<file path="config.mk">
export PLATFORM = sky130hd
export DESIGN_NAME = video_mem_arbiter
export DESIGN_NICKNAME = d
export VERILOG_FILES = /design/src/rtl/video_pkg.sv /design/src/rtl/rr_arbiter.sv /design/src/rtl/video_mem_arbiter.sv
export SDC_FILE = /design/constraint.sdc
export NUM_CORES = 1
export LEC_CHECK = 0
export BUFFER_PORTS_ARGS = -buffer_cell sky130_fd_sc_hd__buf_2
export CAP_MARGIN = 20
export CELL_PAD_IN_SITES_DETAIL_PLACEMENT = 1
export CELL_PAD_IN_SITES_GLOBAL_PLACEMENT = 2
export CORE_MARGIN = 4
export CORE_UTILIZATION = 22
export DETAILED_ROUTE_END_ITERATION = 6
export PLACE_DENSITY = 0.9
export SLEW_MARGIN = 40
export SYNTH_ARGS = -nofsm -noshare
export SYNTH_HDL_FRONTEND = slang
export SYNTH_SLANG_ARGS = --single-unit
</file>
<file path="constraint.sdc">
create_clock -name clk -period 7.7 [get_ports clk]
set_input_delay 1.54 -clock clk [delete_from_list [all_inputs] [get_ports clk]]
set_output_delay 1.54 -clock clk [all_outputs]
set_load 0.05 [all_outputs]
</file>
<file path="src/rtl/video_pkg.sv">
// video_pkg: arbitration modes, FSM state encoding and default widths for the video memory arbiter
package video_pkg;

    localparam int DEF_WIDTH      = 32;
    localparam int DEF_ADDR_WIDTH = 32;

    typedef enum logic {
        ARB_RR    = 1'b0,
        ARB_FIXED = 1'b1
    } arb_mode_t;

    typedef enum logic [1:0] {
        ST_IDLE   = 2'd0,
        ST_ACTIVE = 2'd1,
        ST_LOCKED = 2'd2
    } state_t;

endpackage

</file>
<file path="src/rtl/rr_arbiter.sv">
// rr_arbiter: one-hot grant search starting at a pointer (round-robin) or at index 0 (fixed priority)
module rr_arbiter
    import video_pkg::*;
#(
    parameter  int N  = 4,
    localparam int IW = $clog2(N)
)(
    input  logic [N-1:0]  req,
    input  logic [IW-1:0] start,
    input  arb_mode_t     mode,
    output logic [N-1:0]  grant
);

    logic [IW-1:0] w_base;
    logic [IW:0]   w_sum;
    logic          w_found;

    assign w_base = (mode == ARB_FIXED) ? '0 : start;

    // walk the channels from the base index with wrap-around; first requester wins
    always_comb begin
        grant   = '0;
        w_found = 1'b0;
        w_sum   = '0;
        for (int k = 0; k < N; k++) begin
            w_sum = {1'b0, w_base} + (IW+1)'(k);
            if (w_sum >= (IW+1)'(N))
                w_sum = w_sum - (IW+1)'(N);
            if (!w_found && req[w_sum[IW-1:0]]) begin
                grant[w_sum[IW-1:0]] = 1'b1;
                w_found              = 1'b1;
            end
        end
    end

endmodule

</file>
<file path="src/rtl/video_mem_arbiter.sv">
// video_mem_arbiter: shares one single-port RAM between videocard clients with a 2-cycle read return
module video_mem_arbiter
    import video_pkg::*;
#(
    parameter int        WIDTH      = DEF_WIDTH,
    parameter int        ADDR_WIDTH = DEF_ADDR_WIDTH,
    parameter int        CHANNELS   = 4,
    parameter arb_mode_t ARB_MODE   = ARB_RR
)(
    input  logic                           clk,
    input  logic                           rst_n,
    input  logic [CHANNELS-1:0]            ch_req,
    input  logic [CHANNELS-1:0]            ch_wren,
    input  logic [CHANNELS-1:0]            ch_lock,
    input  logic [CHANNELS*ADDR_WIDTH-1:0] ch_address,
    input  logic [CHANNELS*WIDTH-1:0]      ch_data,
    output logic [CHANNELS-1:0]            ch_grant,
    output logic [CHANNELS-1:0]            ch_rvalid,
    output logic [WIDTH-1:0]               ch_q,
    output logic [ADDR_WIDTH-1:0]          mem_address,
    output logic [WIDTH-1:0]               mem_data,
    output logic                           mem_wren,
    input  logic [WIDTH-1:0]               mem_q
);

    localparam int            IW      = $clog2(CHANNELS);
    localparam logic [IW-1:0] LAST_CH = IW'(CHANNELS - 1);

    state_t        r_state;
    logic [IW-1:0] r_last_grant;
    logic          r_p1_valid;
    logic [IW-1:0] r_p1_id;
    logic          r_p2_valid;
    logic [IW-1:0] r_p2_id;

    logic [IW-1:0]       w_start;
    logic [IW-1:0]       w_gidx;
    logic [CHANNELS-1:0] w_arb_grant;
    logic                w_hold;
    logic                w_any;

    assign w_start = (r_last_grant == LAST_CH) ? '0 : r_last_grant + 1'b1;
    assign w_hold  = (r_state == ST_LOCKED) && ch_req[r_last_grant];

    rr_arbiter #(.N(CHANNELS)) u_arb (
        .req   (ch_req),
        .start (w_start),
        .mode  (ARB_MODE),
        .grant (w_arb_grant)
    );

    // a still-requesting locked channel overrides the search; nothing is granted while reset is held
    always_comb begin
        ch_grant = w_arb_grant;
        if (w_hold) begin
            ch_grant               = '0;
            ch_grant[r_last_grant] = 1'b1;
        end
        if (!rst_n)
            ch_grant = '0;
    end

    assign w_any = |ch_grant;

    // index of the granted channel
    always_comb begin
        w_gidx = '0;
        for (int i = 0; i < CHANNELS; i++)
            if (ch_grant[i])
                w_gidx = IW'(i);
    end

    // FSM, grant pointer, registered RAM request and the in-flight read id/valid pipeline
    always_ff @(posedge clk or negedge rst_n) begin
        if (!rst_n) begin
            r_state      <= ST_IDLE;
            r_last_grant <= LAST_CH;
            mem_address  <= '0;
            mem_data     <= '0;
            mem_wren     <= 1'b0;
            r_p1_valid   <= 1'b0;
            r_p1_id      <= '0;
            r_p2_valid   <= 1'b0;
            r_p2_id      <= '0;
        end else begin
            r_state    <= !w_any ? ST_IDLE : ch_lock[w_gidx] ? ST_LOCKED : ST_ACTIVE;
            mem_wren   <= w_any & ch_wren[w_gidx];
            r_p1_valid <= w_any & ~ch_wren[w_gidx];
            r_p1_id    <= w_gidx;
            r_p2_valid <= r_p1_valid;
            r_p2_id    <= r_p1_id;
            if (w_any) begin
                r_last_grant <= w_gidx;
                mem_address  <= ch_address[int'(w_gidx)*ADDR_WIDTH +: ADDR_WIDTH];
                mem_data     <= ch_data[int'(w_gidx)*WIDTH +: WIDTH];
            end
        end
    end

    // return the RAM output to the channel whose read reaches the end of the pipeline
    always_comb begin
        ch_rvalid          = '0;
        ch_rvalid[r_p2_id] = r_p2_valid;
    end

    assign ch_q = r_p2_valid ? mem_q : '0;

endmodule

</file>
==> impl_results.md, run 1 <==
* I/O pin cnt at 407
* Core area at 0.0228 mm2
* Clock latency on the worst-skew pair at 0.34 ns
* HPWL Detailed at 20400 um
* Post-synth top flop: dfrtp_1
* Setup Total Neg Slack at 0 ns
* Internal power at 0.00184 W
* Sw frac at 57.4%
* Status: completed
* NetSw at 0.00247 W
* Total power at 0.00431 W
* Initial Utilization at 22.6%
* Fillers at 2902
* DR iter-0 viols at 339
* Grt ovf at 0
* Yosys cell types at 52
* Slew @ Worst Pin at 0.802 ns
* Arr. time, crit path at 3.47 ns
* Via-to-Cell Ratio at 4.98
* Root Buffer: clkbuf_16
* Number of global-route vias before repair at 6864
* Die ar. at 0.0260 mm2
* RSZ-0062 raised after global routing: no
* Drt pass-1 iters at 4
* Worst hold path stage count at 0
* Worst-case clock skew at 0.0107 ns
* # placed instances at 1264
* Final wirelength at 26600 um
* Leakage power at 3.60 nW
* CP max FO at 8
* Post-synthesis sequential area ratio at 36.4%
* EDFF count, synth at 0
* Syn Area/Cell at 8.73 um2
* Syn_nets at 902
* Synth async-reset ratio at 100%
* Syn-to-layout area delta at 49.5%
* Sink Count at 75
* Worst setup path class: primary input to output pin
* Post-cts sizing count at 0
* Commonest non-fill, non-tap cell in the layout: buf_2
* Initial antenna violation count at 7
* Yosys warning total at 0
* Rows at 55
* Flop pwr share at 17.8%
* Max frequency at 200 MHz
* Startpoint Class: primary input
* Gpl congestion at 0.822
* GRT Total Usage at 19.5%
* Maxcap violations at 0
* Clock power frac at 10.1%
* TritonCTS buffer count at 9
* H-tree Lvls at 3
* Peak VDD IR at 0.000357 V
* Final Non-Filler Cells at 1282
* Type of the worst min-delay path: register to register
* Residual DRC at 0
* Clock slew at reported path FFs at 0.06 ns
* P per Cell Area at 558 mW/mm2
* Share of cells above drive strength 1 at 47.5%
* CTS max path bufs at 2
* Post-layout min period at 5.01 ns
* Nets at 1272
* ANT nets after route at 0
* Setup Viol. Count Final at 0
* Comb pwr share at 72.1%
* Final core occ at 33.8%
* DR vias at 6381
* Syn Inst Count at 592
* Final worst-path cycle share at 65.0%
* Fin. Hold Viols at 0
* Cts hold-fix bufs at 0
* Final Slew Violations at 0
* Most frequent cells in the layout: buf_2 (405), dfrtp_1 (73), o22ai_1 (64)
* Critical path required time at 6.16 ns
* First-pass GRT wire length at 40000 um
* Yosys reg bits at 75
* CP Capture Type: output pin
* Setup Fix Bufs, Post-CTS at 0
* Drt wl/cell at 20.8 um
* Largest net degree at the start of global routing at 67
* R2r worst-path depth at 12
* Synth Cell Area at 0.00517 mm2
* Die Y-Extent at 161 um
* Die width at 161 um
* Max-slew headroom at 46.5%
* I/O Buffers at 406
* TritonCTS clock tree: built
-- logic make-up after synthesis --
kind of cell             share of synthesized area [%]
flip-flops                                        36.4
AO/OA/AOI/OAI                                     31.2
buffers and inverters                             6.32
adder cells (fa/ha/maj)                           1.94
multiplexers                                      2.90
AND/OR/NAND/NOR                                   21.3
-- power groups by stage --
stage                     combinational [W]  clock [W]  sequential [W]
after floorplan                     0.00174          0         0.00134
after global placement              0.00308          0        0.000764
after detailed placement            0.00317          0        0.000773
after CTS                           0.00317   0.000452        0.000768
after global routing                0.00338   0.000468        0.000797
final                               0.00311   0.000434        0.000767
-- flip-flops by register name, indices dropped and copies added, names as in the netlist --
name / count
mem_address: 32
mem_data: 32
r_last_grant: 2
r_p1_id: 2
r_p2_id: 2
r_state: 2
mem_wren: 1
r_p1_valid: 1
r_p2_valid: 1
-- metal layers --
layer | track usage (%) | vias to the layer above | wire length (um)
li1 | - | 3017 | -
met1 | 21.4 | 2993 | 10100
met4 | 9.31 | 8 | 1140
met5 | 0 | - | 47
met2 | 34.7 | 311 | 13200
met3 | 5.64 | 52 | 2210
-- cell usage after synthesis, types with 2 or more instances --
library cell	number	share of area, %
a21oi_1	4	0.39
inv_1	9	0.65
a221oi_1	15	2.5
and3_1	3	0.36
mux2i_1	6	1.2
mux2_2	2	0.44
o21ai_0	6	0.58
nand3_1	8	0.77
clkbuf_2	3	0.29
o22ai_1	64	7.7
and2_1	49	5.9
buf_6	3	0.65
a211oi_1	7	1.0
a21o_1	2	0.29
nor3b_1	4	0.58
inv_2	2	0.15
nor2b_1	4	0.48
buf_1	7	0.51
buf_4	5	0.73
dfrtp_1	73	35
a211oi_2	8	1.9
mux4_2	3	1.3
ha_1	8	1.9
a31oi_1	53	6.4
dfstp_2	2	1.0
clkbuf_1	22	1.6
nand2_1	59	4.3
or3_1	50	6.1
buf_2	18	1.7
nor2_1	21	1.5
o211ai_1	51	7.4
-- cell type report --
type / count / area, um2 / area share (%)
multi-input combinational: 448 / 2970 / 38.5
timing repair buffer: 417 / 2140 / 27.7
sequential: 75 / 1880 / 24.3
tap: 313 / 392 / 5.07
clock buffer: 10 / 229 / 2.96
clock inverter: 6 / 66.3 / 0.858
inverter: 11 / 41.3 / 0.534
antenna: 2 / 5.00 / 0.0648
-- worst paths after layout --
kind | startpoint | end | slack (ns)
worst max-delay path | ch_req[0] | ch_grant[0] | 2.69
worst min-delay path | r_p1_valid | r_p2_valid | 0.34
worst max register to register | r_last_grant[0] | mem_data[22] | 3.04
worst min register to register | r_p1_valid | r_p2_valid | 0.34
max in group asynchronous | rst_n | mem_data[14] | 5.48
min in group asynchronous | rst_n | mem_data[11] | 1.18
-- critical path, cell delays in order --
cell and delay (ns):
buf_2 0.16, or3b_1 0.39, a211o_1 0.30, o22ai_2 0.23, nand3_1 0.11, a311o_2 0.39, inv_1 0.08, buf_2 0.27
-- per-stage QoR --
| stage | instance area, um2 | setup slack (ns) | hold slack, ns |
|---|---|---|---|
| after floorplan | 5170 | 2.62 | 0.331 |
| after global placement | 7380 | 2.75 | 0.334 |
| after detailed placement | 7430 | 2.62 | 0.336 |
| after CTS | 7720 | 2.69 | 0.348 |
| after global routing | 7730 | 2.54 | 0.362 |
| final | 7730 | 2.69 | 0.344 |
No activity file was read; power rests on OpenSTA's default activity.
==> run 2: changes to the inputs <==
CORE_UTILIZATION = 18   (was 22)
PLACE_DENSITY = 0.79   (was 0.9)
clock period = 4.42 ns   (was 7.7 ns; I/O delays follow)
==> run 2 against run 1 <==
Non-clock buffer count up 4. Sequential power up 76%. Clock-buffer cell count up 1. Critical endpoint is now ch_grant[2]. Routed wire length up 3.3%. Global-route usage down 2.9 points. Critical path type is now register to output pin. Highest routed layer unchanged. Critical path depth up 1. Core utilization down 5.7 points.
==> impl_results.md, run 2 (same netlist as run 1, synthesis figures left out) <==
* DR iter-0 viols at 207
* Grt ovf at 0
* NetSw at 0.00434 W
* Flop pwr share at 17.5%
* Final core occ at 28.1%
* DR vias at 6426
* Status: completed
* GRT Total Usage at 16.6%
* First-pass GRT wire length at 40600 um
* Fillers at 3462
* Syn-to-layout area delta at 52.6%
* Share of cells above drive strength 1 at 47.8%
* Register Area at 0.00188 mm2
* Max frequency at 240 MHz
* CP Capture Type: output pin
* Initial Utilization at 18.4%
* Fin. Hold Viols at 0
* CTS max path bufs at 2
* Total power at 0.00771 W
* Worst-case clock skew at 0.0122 ns
* Leakage power at 3.65 nW
* Commonest non-fill, non-tap cell in the layout: buf_2
* Cts hold-fix bufs at 0
* Die ar. at 0.0315 mm2
* Comb pwr share at 71.0%
* Maxcap violations at 0
* Final worst-path cycle share at 94.2%
* Drt wl/cell at 20.4 um
* Final wirelength at 27500 um
* Setup Total Neg Slack at 0 ns
* H-tree Lvls at 3
* Type of the worst min-delay path: register to register
* Peak VDD IR at 0.000472 V
* Sw frac at 56.3%
* Root Buffer: clkbuf_16
* HPWL Detailed at 20900 um
* Final Slew Violations at 0
* Residual DRC at 0
* Number of global-route vias before repair at 7048
* ANT nets after route at 0
* Sink Count at 75
* Multi-input gate area at 0.00298 mm2
* Rows at 61
* Via-to-Cell Ratio at 4.76
* Worst setup margin at 0.256 ns
* Die width at 177 um
* Core area at 0.0281 mm2
* Arr. time, crit path at 3.28 ns
* Setup Viol. Count Final at 0
* TritonCTS buffer count at 9
* CP max FO at 15
* Nets at 1276
* Clock slew at reported path FFs at 0.06 ns
* Clock power frac at 11.5%
* Final Non-Filler Cells at 1349
* Critical path required time at 3.54 ns
* Largest registers: mem_address x32, mem_data x32
* # diodes at 0
* Initial antenna violation count at 2
* Die Y-Extent at 177 um
* P per Cell Area at 977 mW/mm2
* I/O pin cnt at 407
* TritonCTS clock tree: built
* Most frequent cells in the layout: buf_2 (405), dfrtp_1 (73), o22ai_1 (64)
* Pre-CTS setup slack at 0.312 ns
* I/O Buffers at 406
* Largest net degree at the start of global routing at 124
* # placed instances at 1332
* Startpoint Class: register
* Drt pass-1 iters at 6
* Internal power at 0.00337 W
* Post-layout min period at 4.16 ns
* Slew @ Worst Pin at 0.735 ns
* Gpl congestion at 0.833
* Worst setup path class: register to output pin
* Clock latency on the worst-skew pair at 0.34 ns
* Max-slew headroom at 51.0%
* RSZ-0062 raised after global routing: no
[run 2: changes by cell type in the layout (fill, tap and decap cells not counted), moves of 2 or more]
cell	change
buf_4	+3
clkinvlp_4	-3
bufinv_16	+2
diode_2	-2
[run 2: stage by stage]
| stage | cell area (um2) | hold WS (ns) |
|---|---|---|
| after floorplan | 5170 | 0.331 |
| after global placement | 7520 | 0.332 |
| after detailed placement | 7530 | 0.336 |
| after CTS | 7890 | 0.351 |
| after global routing | 7890 | 0.364 |
| final | 7890 | 0.350 |
[run 2: metal layers]
layer | vias to the layer above | routed length [um] | track usage, %
li1 | 3018 | - | -
met2 | 302 | 13900 | 30.1
met3 | 29 | 2420 | 5.24
met4 | 4 | 535 | 4.22
met5 | - | 18 | 0
met1 | 3073 | 10700 | 18.8
[run 2: worst paths after layout]
path | from | endpoint | slack [ns] | depth (start not counted)
max | r_last_grant[0] | ch_grant[2] | 0.26 | 9
min | r_p1_id[1] | r_p2_id[1] | 0.35 | 0
min reg2reg | r_p1_id[1] | r_p2_id[1] | 0.35 | 0
min in group asynchronous | rst_n | mem_data[6] | 0.73 | 2
max in group asynchronous | rst_n | mem_address[18] | 2.69 | 3
max reg2reg | r_last_grant[0] | mem_address[27] | 0.40 | 12
[run 2: area by class of cell]
type                            count  share of cell area (%)
Timing Repair Buffer              421                    27.6
Inverter                           11                   0.523
Clock buffer                       11                    3.08
Multi-Input combinational cell    448                    37.7
Clock inverter                      5                    1.27
Tap cell                          378                    6.00
Sequential cell                    75                    23.8
[run 2: critical path, stage by stage, from the launching register on]
cell and delay [ns]:
dfstp_2 0.69, inv_1 0.15, ha_1 0.28, nor2_2 0.23, mux4_2 0.58, and3_1 0.20
a2111oi_2 0.35, a21o_2 0.20, inv_2 0.04, buf_2 0.21
[run 2: timing repair]
item	CTS	global route
buffers inserted	1	0
gates resized for setup	0	1
pin swaps	1	0
endpoints found under the setup margin	1	1
[run 2: power by group through the flow]
stage | sequential [W] | clock (W) | combinational, W
2_1_floorplan | 0.00234 | 0 | 0.00304
3_3_place_gp | 0.00135 | 0 | 0.00543
3_5_place_dp | 0.00136 | 0 | 0.00557
4_1_cts | 0.00136 | 0.000923 | 0.00557
5_1_grt | 0.00140 | 0.000952 | 0.00594
6_report | 0.00135 | 0.000886 | 0.00547
==> run 3: changes to the inputs <==
--- a/config.mk
+++ b/config.mk
@@ -14,6 +14,8 @@
 export DETAILED_ROUTE_END_ITERATION = 6
 export PLACE_DENSITY = 0.79
+export REMOVE_ABC_BUFFERS = 1
 export SLEW_MARGIN = 40
 export SYNTH_ARGS = -nofsm -noshare
 export SYNTH_HDL_FRONTEND = slang
 export SYNTH_SLANG_ARGS = --single-unit
+export TNS_END_PERCENT = 100
==> constraint.sdc (replaced) <==
create_clock -name clk -period 4.42 [get_ports clk]
set_input_delay 0.884 -clock clk [delete_from_list [all_inputs] [get_ports clk]]
set_output_delay 0.884 -clock clk [all_outputs]
set_load 0.01 [all_outputs]
==> run 3 against run 2 <==
Global-route usage down 0.11 points. Total power down 17%. Routed wire length down 0.43%. Critical path depth unchanged. Core utilization down 0.20 points. Via count down 0.37%. Non-clock buffer count unchanged. Largest cell class unchanged. Largest power group unchanged. Highest routed layer unchanged.
==> impl_results.md, run 3 (same netlist as run 1, synthesis figures left out) <==
* NetSw at 0.00319 W
* Share of cells above drive strength 1 at 47.9%
* Max frequency at 241 MHz
* Number of global-route vias before repair at 7038
* Die width at 177 um
* Largest net degree at the start of global routing at 73
* HPWL Detailed at 20800 um
* Worst setup margin at 0.275 ns
* Type of the worst min-delay path: register to register
* FF-to-FF End: mem_address[8]
* Final wirelength at 27400 um
* Initial Utilization at 18.4%
* R2r worst-path depth at 11
* Final worst-path cycle share at 93.8%
* Cts hold-fix bufs at 0
* Max-slew headroom at 54.8%
* Drt wl/cell at 20.3 um
* Sink Count at 75
* Final Slew Violations at 0
* Slew @ Worst Pin at 0.678 ns
* I/O pin cnt at 407
* Rows at 61
* Largest registers: mem_address x32, mem_data x32
* Maxcap violations at 0
* Residual DRC at 0
* Core area at 0.0281 mm2
* Die ar. at 0.0315 mm2
* Reg-to-reg startpoint: r_last_grant[0]
* Clock power frac at 11.4%
* H-tree Lvls at 3
* TritonCTS clock tree: built
* Syn-to-layout area delta at 51.5%
* Setup Fix Bufs, Post-CTS at 0
* Final Non-Filler Cells at 1351
* CP max FO at 15
* Grt ovf at 0
* Drt pass-1 iters at 4
* Most frequent cells in the layout: buf_2 (405), dfrtp_1 (72), o22ai_1 (64)
* Worst setup startpoint: r_last_grant[0]
* Comb pwr share at 67.7%
* Die Y-Extent at 177 um
* Total power at 0.00638 W
* CP Capture Type: output pin
* Setup Viol. Count Final at 0
* Hold slack final at 0.351 ns
* DR iter-0 viols at 201
* Worst-case clock skew at 0.0156 ns
* RSZ-0062 raised after global routing: no
* Startpoint Class: register
* First-pass GRT wire length at 40400 um
* TritonCTS buffer count at 9
* Nets at 1276
* Internal power at 0.00319 W
* Via-to-Cell Ratio at 4.74
* Hold EP: r_p2_id[0]
* I/O Buffers at 406
* R2R Setup Slk at 0.47 ns
* Commonest non-fill, non-tap cell in the layout: buf_2
* Worst setup path class: register to output pin
* Critical path required time at 3.54 ns
* Worst hold path stage count at 0
* GRT Total Usage at 16.5%
* Clock latency on the worst-skew pair at 0.34 ns
* # placed instances at 1333
* Initial antenna violation count at 2
* Leakage power at 3.61 nW
* Post-layout min period at 4.15 ns
* Sw frac at 50.0%
* Root Buffer: clkbuf_16
* HP Start: r_p1_id[0]
* Flop pwr share at 20.9%
* Pre-CTS setup slack at 0.384 ns
* Gpl congestion at 0.803
* Peak VDD IR at 0.000401 V
* CTS max path bufs at 2
* Fin. Hold Viols at 0
* DR vias at 6402
* Arr. time, crit path at 3.26 ns
* Final core occ at 27.9%
* Status: completed
* P per Cell Area at 815 mW/mm2
* Clock slew at reported path FFs at 0.07 ns
* ANT nets after route at 0
-- run 3: cell types whose count changed in the layout (fill, tap and decap cells not counted), sizes merged --
cell      previous run  this run
bufinv               3         0
clkinv               2         1
clkinvlp             0         3
diode                0         2
inv                 11        12
-- run 3: power by group through the flow --
stage          clock network [W]  logic [W]  registers [W]
6_report                0.000728    0.00432        0.00133
3_3_place_gp                   0    0.00430        0.00133
4_1_cts                 0.000766    0.00438        0.00133
5_1_grt                 0.000790    0.00480        0.00139
3_5_place_dp                   0    0.00439        0.00134
2_1_floorplan                  0    0.00253        0.00145
-- run 3: how the worst max path moves through the flow --
stage	endpoint	slack (ns)	cells after the start
5_1_grt	ch_grant[2]	0.05	9
3_5_place_dp	mem_address[8]	0.38	11
3_3_place_gp	mem_data[2]	0.52	12
4_1_cts	ch_grant[2]	0.11	9
6_report	ch_grant[2]	0.27	9
2_1_floorplan	mem_address[10]	-0.75	10
-- run 3: per-layer routing --
layer  global-route usage, %  share of wire, %
met2                    29.5                50
met4                    3.71               1.4
met5                       0             0.040
met3                    5.75               9.6
met1                    18.8                39
-- run 3: worst max-delay path, stage by stage, from the launching register on --
cell and delay, ns:
dfstp_4 0.70, inv_1 0.11, ha_1 0.28, nor2_2 0.23
mux4_2 0.59, and3_1 0.20, a2111oi_2 0.32, a21o_2 0.25
inv_2 0.08, buf_2 0.16
-- run 3: cell type report --
cell class,instances,area (um2)
Multi-Input combinational cell,448,2980
Clock inverter,5,36.3
Inverter,11,41.3
Sequential cell,75,1880
Tap cell,378,473
Clock buffer,11,243
Antenna cell,2,5.00
Fill cell,3487,20300
Timing Repair Buffer,421,2170
-- run 3: per-stage QoR --
stage	instance area [um2]	setup TNS [ns]
floorplan	4880	-48.02
global placement	7530	0
detailed placement	7540	0
CTS	7820	0
global route	7830	0
finish	7830	0
-- run 3: what timing repair did --
action,CTS,global route
endpoints found under the hold margin,0,0
endpoints found under the setup margin,0,2
resized for setup,0,2
